===== src/rtl/signal_ctrl_pkg.sv =====
// rtl/signal_ctrl_pkg.sv - light/phase codes and round-robin road picker for the signal controller
package signal_ctrl_pkg;

  localparam logic [1:0] LIGHT_RED    = 2'd0;
  localparam logic [1:0] LIGHT_YELLOW = 2'd1;
  localparam logic [1:0] LIGHT_GREEN  = 2'd2;

  typedef enum logic [1:0] {
    PH_ALL_RED = 2'd0,
    PH_GREEN   = 2'd1,
    PH_YELLOW  = 2'd2
  } phase_e;

  // Returns {hit, index}: first set request scanning cur+1, cur+2, ... mod n,
  // so the road that was just served is checked last.
  function automatic logic [3:0] rr_pick(input logic [7:0] req, input logic [2:0] cur, input int n);
    logic [3:0] res;
    int         idx;
    res = 4'd0;
    for (int k = 1; k <= 8; k++) begin
      if (k <= n && !res[3]) begin
        idx = (int'(cur) + k) % n;
        if (req[idx[2:0]]) res = {1'b1, idx[2:0]};
      end
    end
    return res;
  endfunction

endpackage


===== src/rtl/signal_tick_gen.sv =====
// rtl/signal_tick_gen.sv - prescaler producing a one-cycle timing tick every TICK_DIV clocks
module signal_tick_gen #(
  parameter int TICK_DIV = 50000000
) (
  input  logic clk,
  input  logic rst,
  output logic tick
);

  localparam int            CW   = (TICK_DIV > 1) ? $clog2(TICK_DIV) : 1;
  localparam logic [CW-1:0] LAST = CW'(TICK_DIV - 1);

  logic [CW-1:0] r_cnt;

  always_ff @(posedge clk or negedge rst) begin
    if (!rst)               r_cnt <= '0;
    else if (r_cnt == LAST) r_cnt <= '0;
    else                    r_cnt <= r_cnt + 1'b1;
  end

  // Gated by reset so a divide-by-one prescaler still reads 0 while held in reset.
  assign tick = rst && (r_cnt == LAST);

endmodule


===== src/rtl/multi_road_signal_controller.sv =====
// rtl/multi_road_signal_controller.sv - N-road round-robin intersection controller; EMERGENCY_PREEMPT_EN adds preemption
// Timing is counted in prescaled ticks; lights/phase/cur_road lag the state register by one clock.
module multi_road_signal_controller
  import signal_ctrl_pkg::*;
#(
  parameter int NUM_ROADS = 4,
  parameter int TICK_DIV  = 50000000,
  parameter int MIN_GREEN = 10,
  parameter int MAX_GREEN = 30,
  parameter int YELLOW_T  = 3,
  parameter int ALL_RED_T = 2,
  parameter int TIMER_W   = 8
) (
  input  logic                   clk,
  input  logic                   rst,
  input  logic [NUM_ROADS-1:0]   car_det,
`ifdef EMERGENCY_PREEMPT_EN
  input  logic                   emerg_req,
  input  logic [2:0]             emerg_road,
`endif
  output logic [2*NUM_ROADS-1:0] lights,
  output logic [2:0]             cur_road,
  output logic [1:0]             phase,
  output logic                   tick
);

  localparam logic [TIMER_W-1:0]   T_MIN    = TIMER_W'(MIN_GREEN);
  localparam logic [TIMER_W-1:0]   T_MAX    = TIMER_W'(MAX_GREEN);
  localparam logic [TIMER_W-1:0]   T_YEL    = TIMER_W'(YELLOW_T);
  localparam logic [TIMER_W-1:0]   T_ALLRED = TIMER_W'(ALL_RED_T);
  localparam logic [NUM_ROADS-1:0] ONE_HOT0 = 1;

  logic [NUM_ROADS-1:0]   r_car_meta, r_car_sync, r_req_pend;
  phase_e                 r_state, w_state_nxt;
  logic [TIMER_W-1:0]     r_timer, w_timer_nxt, w_elapsed;
  logic [2:0]             r_cur, w_cur_nxt;
  logic [2*NUM_ROADS-1:0] r_lights, w_lights_nxt;
  logic [1:0]             r_phase;
  logic [2:0]             r_cur_out;
  logic [NUM_ROADS-1:0]   w_cur_mask, w_green_mask, w_clr_mask;
  logic [3:0]             w_pick;
  logic                   w_tick, w_other, w_cur_car, w_enter_green;
  logic                   w_em;
  logic [2:0]             w_em_road;

  signal_tick_gen #(.TICK_DIV(TICK_DIV)) u_tick_gen (
    .clk  (clk),
    .rst  (rst),
    .tick (w_tick)
  );

`ifdef EMERGENCY_PREEMPT_EN
  logic       r_em_meta, r_em_sync;
  logic [2:0] r_emr_meta, r_emr_sync;

  always_ff @(posedge clk or negedge rst) begin
    if (!rst) begin
      r_em_meta  <= 1'b0;
      r_em_sync  <= 1'b0;
      r_emr_meta <= 3'd0;
      r_emr_sync <= 3'd0;
    end else begin
      r_em_meta  <= emerg_req;
      r_em_sync  <= r_em_meta;
      r_emr_meta <= emerg_road;
      r_emr_sync <= r_emr_meta;
    end
  end

  assign w_em      = r_em_sync;
  assign w_em_road = r_emr_sync;
`else
  assign w_em      = 1'b0;
  assign w_em_road = 3'd0;
`endif

  assign w_elapsed    = (r_timer == '1) ? r_timer : r_timer + 1'b1;
  assign w_cur_mask   = ONE_HOT0 << r_cur;
  assign w_other      = |(r_req_pend & ~w_cur_mask);
  assign w_cur_car    = |(r_car_sync & w_cur_mask);
  assign w_pick       = rr_pick(8'(r_req_pend), r_cur, NUM_ROADS);
  assign w_green_mask = (r_state == PH_GREEN) ? w_cur_mask : '0;
  assign w_clr_mask   = w_enter_green ? (ONE_HOT0 << w_cur_nxt) : '0;

  always_comb begin
    w_state_nxt   = r_state;
    w_timer_nxt   = w_tick ? w_elapsed : r_timer;
    w_cur_nxt     = r_cur;
    w_enter_green = 1'b0;
    case (r_state)
      PH_ALL_RED: begin
        if (w_tick && w_elapsed >= T_ALLRED && (w_em || w_pick[3])) begin
          w_cur_nxt     = w_em ? w_em_road : w_pick[2:0];
          w_state_nxt   = PH_GREEN;
          w_timer_nxt   = '0;
          w_enter_green = 1'b1;
        end
      end
      PH_GREEN: begin
        if (w_em && w_em_road != r_cur) begin
          w_state_nxt = PH_YELLOW;
          w_timer_nxt = '0;
        end else if (w_tick && !w_em && w_elapsed >= T_MIN && w_other &&
                     (!w_cur_car || w_elapsed >= T_MAX)) begin
          w_state_nxt = PH_YELLOW;
          w_timer_nxt = '0;
        end
      end
      PH_YELLOW: begin
        if (w_tick && w_elapsed >= T_YEL) begin
          w_state_nxt = PH_ALL_RED;
          w_timer_nxt = '0;
        end
      end
      default: begin
        w_state_nxt = PH_ALL_RED;
        w_timer_nxt = '0;
      end
    endcase
  end

  always_comb begin
    w_lights_nxt = '0;
    for (int i = 0; i < NUM_ROADS; i++) begin
      if (3'(i) == r_cur) begin
        if (r_state == PH_GREEN)       w_lights_nxt[2*i +: 2] = LIGHT_GREEN;
        else if (r_state == PH_YELLOW) w_lights_nxt[2*i +: 2] = LIGHT_YELLOW;
      end
    end
  end

  always_ff @(posedge clk or negedge rst) begin
    if (!rst) begin
      r_car_meta <= '0;
      r_car_sync <= '0;
      r_req_pend <= '0;
      r_state    <= PH_ALL_RED;
      r_timer    <= '0;
      r_cur      <= 3'(NUM_ROADS - 1);
      r_lights   <= '0;
      r_phase    <= PH_ALL_RED;
      r_cur_out  <= 3'(NUM_ROADS - 1);
    end else begin
      r_car_meta <= car_det;
      r_car_sync <= r_car_meta;
      // Clear wins over set so the road entering green drops its own request.
      r_req_pend <= (r_req_pend | (r_car_sync & ~w_green_mask)) & ~w_clr_mask;
      r_state    <= w_state_nxt;
      r_timer    <= w_timer_nxt;
      r_cur      <= w_cur_nxt;
      r_lights   <= w_lights_nxt;
      r_phase    <= r_state;
      r_cur_out  <= r_cur;
    end
  end

  assign lights   = r_lights;
  assign phase    = r_phase;
  assign cur_road = r_cur_out;
  assign tick     = w_tick;

endmodule


===== config.mk =====
export PLATFORM = sky130hd
export DESIGN_NAME = multi_road_signal_controller
export DESIGN_NICKNAME = d
export VERILOG_FILES = /design/src/rtl/signal_ctrl_pkg.sv /design/src/rtl/signal_tick_gen.sv /design/src/rtl/multi_road_signal_controller.sv
export SDC_FILE = /design/constraint.sdc
export NUM_CORES = 1
export LEC_CHECK = 0
export BUFFER_PORTS_ARGS = -buffer_cell sky130_fd_sc_hd__buf_2
export CAP_MARGIN = 20
export CORE_MARGIN = 3
export CORE_UTILIZATION = 63
export CTS_BUF_LIST = sky130_fd_sc_hd__clkbuf_4
export DETAILED_ROUTE_END_ITERATION = 6
export GPL_ROUTABILITY_DRIVEN = 0
export GPL_TIMING_DRIVEN = 0
export HOLD_SLACK_MARGIN = 0.03
export PLACE_DENSITY = 0.82
export SETUP_SLACK_MARGIN = 0.5
export SKIP_CTS_REPAIR_TIMING = 1
export SLEW_MARGIN = 20
export SYNTH_ARGS = -nofsm -noshare
export SYNTH_HDL_FRONTEND = slang
export SYNTH_SLANG_ARGS = --single-unit

===== constraint.sdc =====
create_clock -name clk -period 2.8 [get_ports clk]
set_input_delay 0.28 -clock clk [delete_from_list [all_inputs] [get_ports clk]]
set_output_delay 0.28 -clock clk [all_outputs]
set_load 0.05 [all_outputs]

==> summary.md <==
| Metric | Value |
|---|---|
| Outcome | complete, but fails checks |
| Violated checks | negative hold slack |
| Worst setup SP type | register |
| Clk buf depth | 2 |
| GRT overflow | 0 |
| Largest fanout on the critical path | 10 |
| Most frequent cell after synthesis | dfrtp_1 |
| WP data arrival | 2.74 ns |
| Via count | 2,736 |
| Routed vias/inst | 6.20 |
| Worst-skew pair later-pin latency | 0.42 ns |
| Final core occ | 83.2% |
| CP Capture Type | register |
| Design Area, Final | 4010 µm² |
| FMAX | 0.414 GHz |
| First-pass GRT wire length | 10,700 µm |
| Top cells by area, synth | dfrtp_1 (47%), xor2_1 (4.1%), xnor2_1 (3.6%), nor2_1 (3.5%), dfstp_2 (3.3%) |
| Slew HR | 47.1% |
| Clock sink count | 64 |
| Final count of hold timing violations | 60 |
| Area Growth Syn to Fin | 25.7% |
| Leakage | 1.86 nW |
| Dpl hpwl | 4260 µm |
| # Max-Cap Violations | 0 |
| EDFF count, synth | 0 |
| DRC | 0 |
| CTS tree | built |
| Boundary Pins | 20 |
| Fillers | 286 |
| Initial DRC Count | 328 |
| Placed insts | 399 |
| Placed cell areas | 3370 µm² |
| Drt pass-1 iters | 5 |
| Kind of critical path | reg2reg |
| Area of the multi-input gates | 1690 µm² |
| Layout cells sized above 1 | 28.1% |
| Post-layout min period | 2.41 ns |
| Top FF cell, synth | dfrtp_1 |
| Post-Syn Instances | 313 |
| Worst slew pin tran | 0.793 ns |
| Commonest cells in the netlist | dfrtp_1 (60), nor2_1 (30), nand2_1 (27) |
| Final ANT Viol Nets | 0 |
| TritonCTS buffer count | 9 |
| Gr usage total | 22.6% |
| Setup TNS Final | 0 ns |
| Post-DR wirelength/cell | 17.9 µm |
| Clock skew | 0.0170 ns |
| Syn nets | 325 |
| Final setup violation count | 0 |
| Flip-flop and latch area | 1610 µm² |
| CTS HTree Levels | 3 |
| Largest net degree at the start of global routing | 67 |
| Initial Util | 66.2% |
| WL final | 7880 µm |
| Non-Filler Instances | 441 |
| Hold WC Path Type | in2async |
| Die Ht | 77.1 µm |
| Unique masters post-synth | 57 |
| Pwr Total | 1.75 mW |
| Die area | 5950 µm² |
| Sequential area share after synthesis | 50.4% |
| Yosys warning count | 0 |
| Nets | 381 |
| Final period util | 86.2% |
| Power Density | 437 nW/µm² |
| PortBufs | 19 |
| Vias in the first global route | 2,347 |
| FFs w/ async S/R, synth | 100% |
| Synth Area per Inst | 10.2 µm² |
| WHS | -0.0568 ns |
| Clock slew at reported path FFs | 0.10 ns |
| DIE WIDTH | 77.1 µm |
| Row cnt | 25 |
| Crit path required time | 3.12 ns |
| Total core area | 4820 µm² |
| Top cell type's share of synthesized area | 47.1% |
| # diodes | 0 |
| Synthesized cell area | 3190 µm² |
| Final Worst Setup Slack | 0.386 ns |
| Max VDD drop | 0.000329 V |
| DP Worst Slack | 0.103 ns |
| Seq cells post-synth | 64 |
| RSZ-0062 raised after global routing | yes |
| Initial antenna violation count | 0 |
| Yosys top cell by area | dfrtp_1 |
| Final Slew Violations | 0 |
| Clk root buf | clkbuf_4 |
==> logic make-up (layout without fill, tap and decap cells) <==
family,after synthesis,count (layout),share of synthesized area (%)
XOR/XNOR,28,28,7.69
AO/OA/AOI/OAI,51,51,11.6
multiplexers,4,4,1.26
buffers and inverters,23,84,3.02
AND/OR/NAND/NOR,137,137,23.7
flip-flops,64,64,50.4
adder cells (fa/ha/maj),6,6,2.35
==> state kept, by name (all words and copies together) (netlist names) <==
signal,flops
cur_road,3
lights,8
r_state,2
r_car_meta,4
r_cur,3
u_tick_gen.r_cnt,26
r_req_pend,4
r_timer,8
r_car_sync,4
phase,2
==> critical path, cell delays in order, from the launching register on <==
cell and delay (ns):
dfrtp_2 0.46, ha_4 0.18, buf_8 0.14, xor2_1 0.16
a311oi_1 0.53, nor4_4 0.13, o311ai_4 0.33, a2bb2oi_4 0.10
buf_12 0.15, a211oi_2 0.14
==> where the power goes <==
group          internal (mW)  switching, mW
combinational        0.00703         0.0190
clock                  0.459          0.332
sequential             0.930        0.00355
==> per-layer routing <==
metal	global-route usage (%)	part of all wire, %	up-vias
li1	-	-	1225
met1	29.4	40	1338
met2	35.9	51	144
met3	4.46	5.5	29
met4	11.6	3.7	0
met5	0	0	-
==> worst paths after layout <==
kind	start	to	slack, ns	cells after the start
worst max-delay path	r_timer[1]	r_timer[6]	0.39	9
worst min-delay path	rst	r_timer[1]	-0.06	1
worst max register to register	r_timer[1]	r_timer[6]	0.39	9
worst min register to register	r_car_meta[3]	r_car_sync[3]	0.36	0
max in group asynchronous	rst	u_tick_gen.r_cnt[9]	2.29	1
min in group clk	r_car_meta[3]	r_car_sync[3]	0.36	0
==> layout make-up <==
class,count,area share (%)
Clock buffer,10,1.87
Clock inverter,6,2.68
Inverter,14,1.50
Multi-Input combinational cell,226,42.1
Tap cell,67,2.09
Buffer,9,1.44
Sequential cell,64,40.2
Timing Repair Buffer,45,8.12
==> cell usage in the layout (no fill, tap or decap), drive strengths merged, types with 3 or more instances in the layout <==
cell type / Yosys / final
inv: 13 / 14
nor4: 6 / 6
a22oi: 3 / 3
ha: 6 / 6
nor3: 7 / 7
clkbuf: 6 / 15
nor3b: 3 / 3
and3: 11 / 11
or3: 3 / 3
mux2i: 4 / 4
nor2b: 5 / 5
and4: 5 / 5
a21oi: 17 / 17
nand3: 13 / 13
buf: 3 / 45
o21ai: 8 / 8
dfstp: 4 / 4
nand2b: 4 / 4
nand2: 28 / 28
dfrtp: 60 / 60
and2: 3 / 3
xor2: 15 / 15
dlygate4sd3: 0 / 4
xnor2: 13 / 13
nand4: 10 / 10
bufinv: 0 / 3
clkinv: 1 / 3
nor4b: 3 / 3
nor2: 30 / 30
Note: power is estimated with default switching activity, not from simulation.
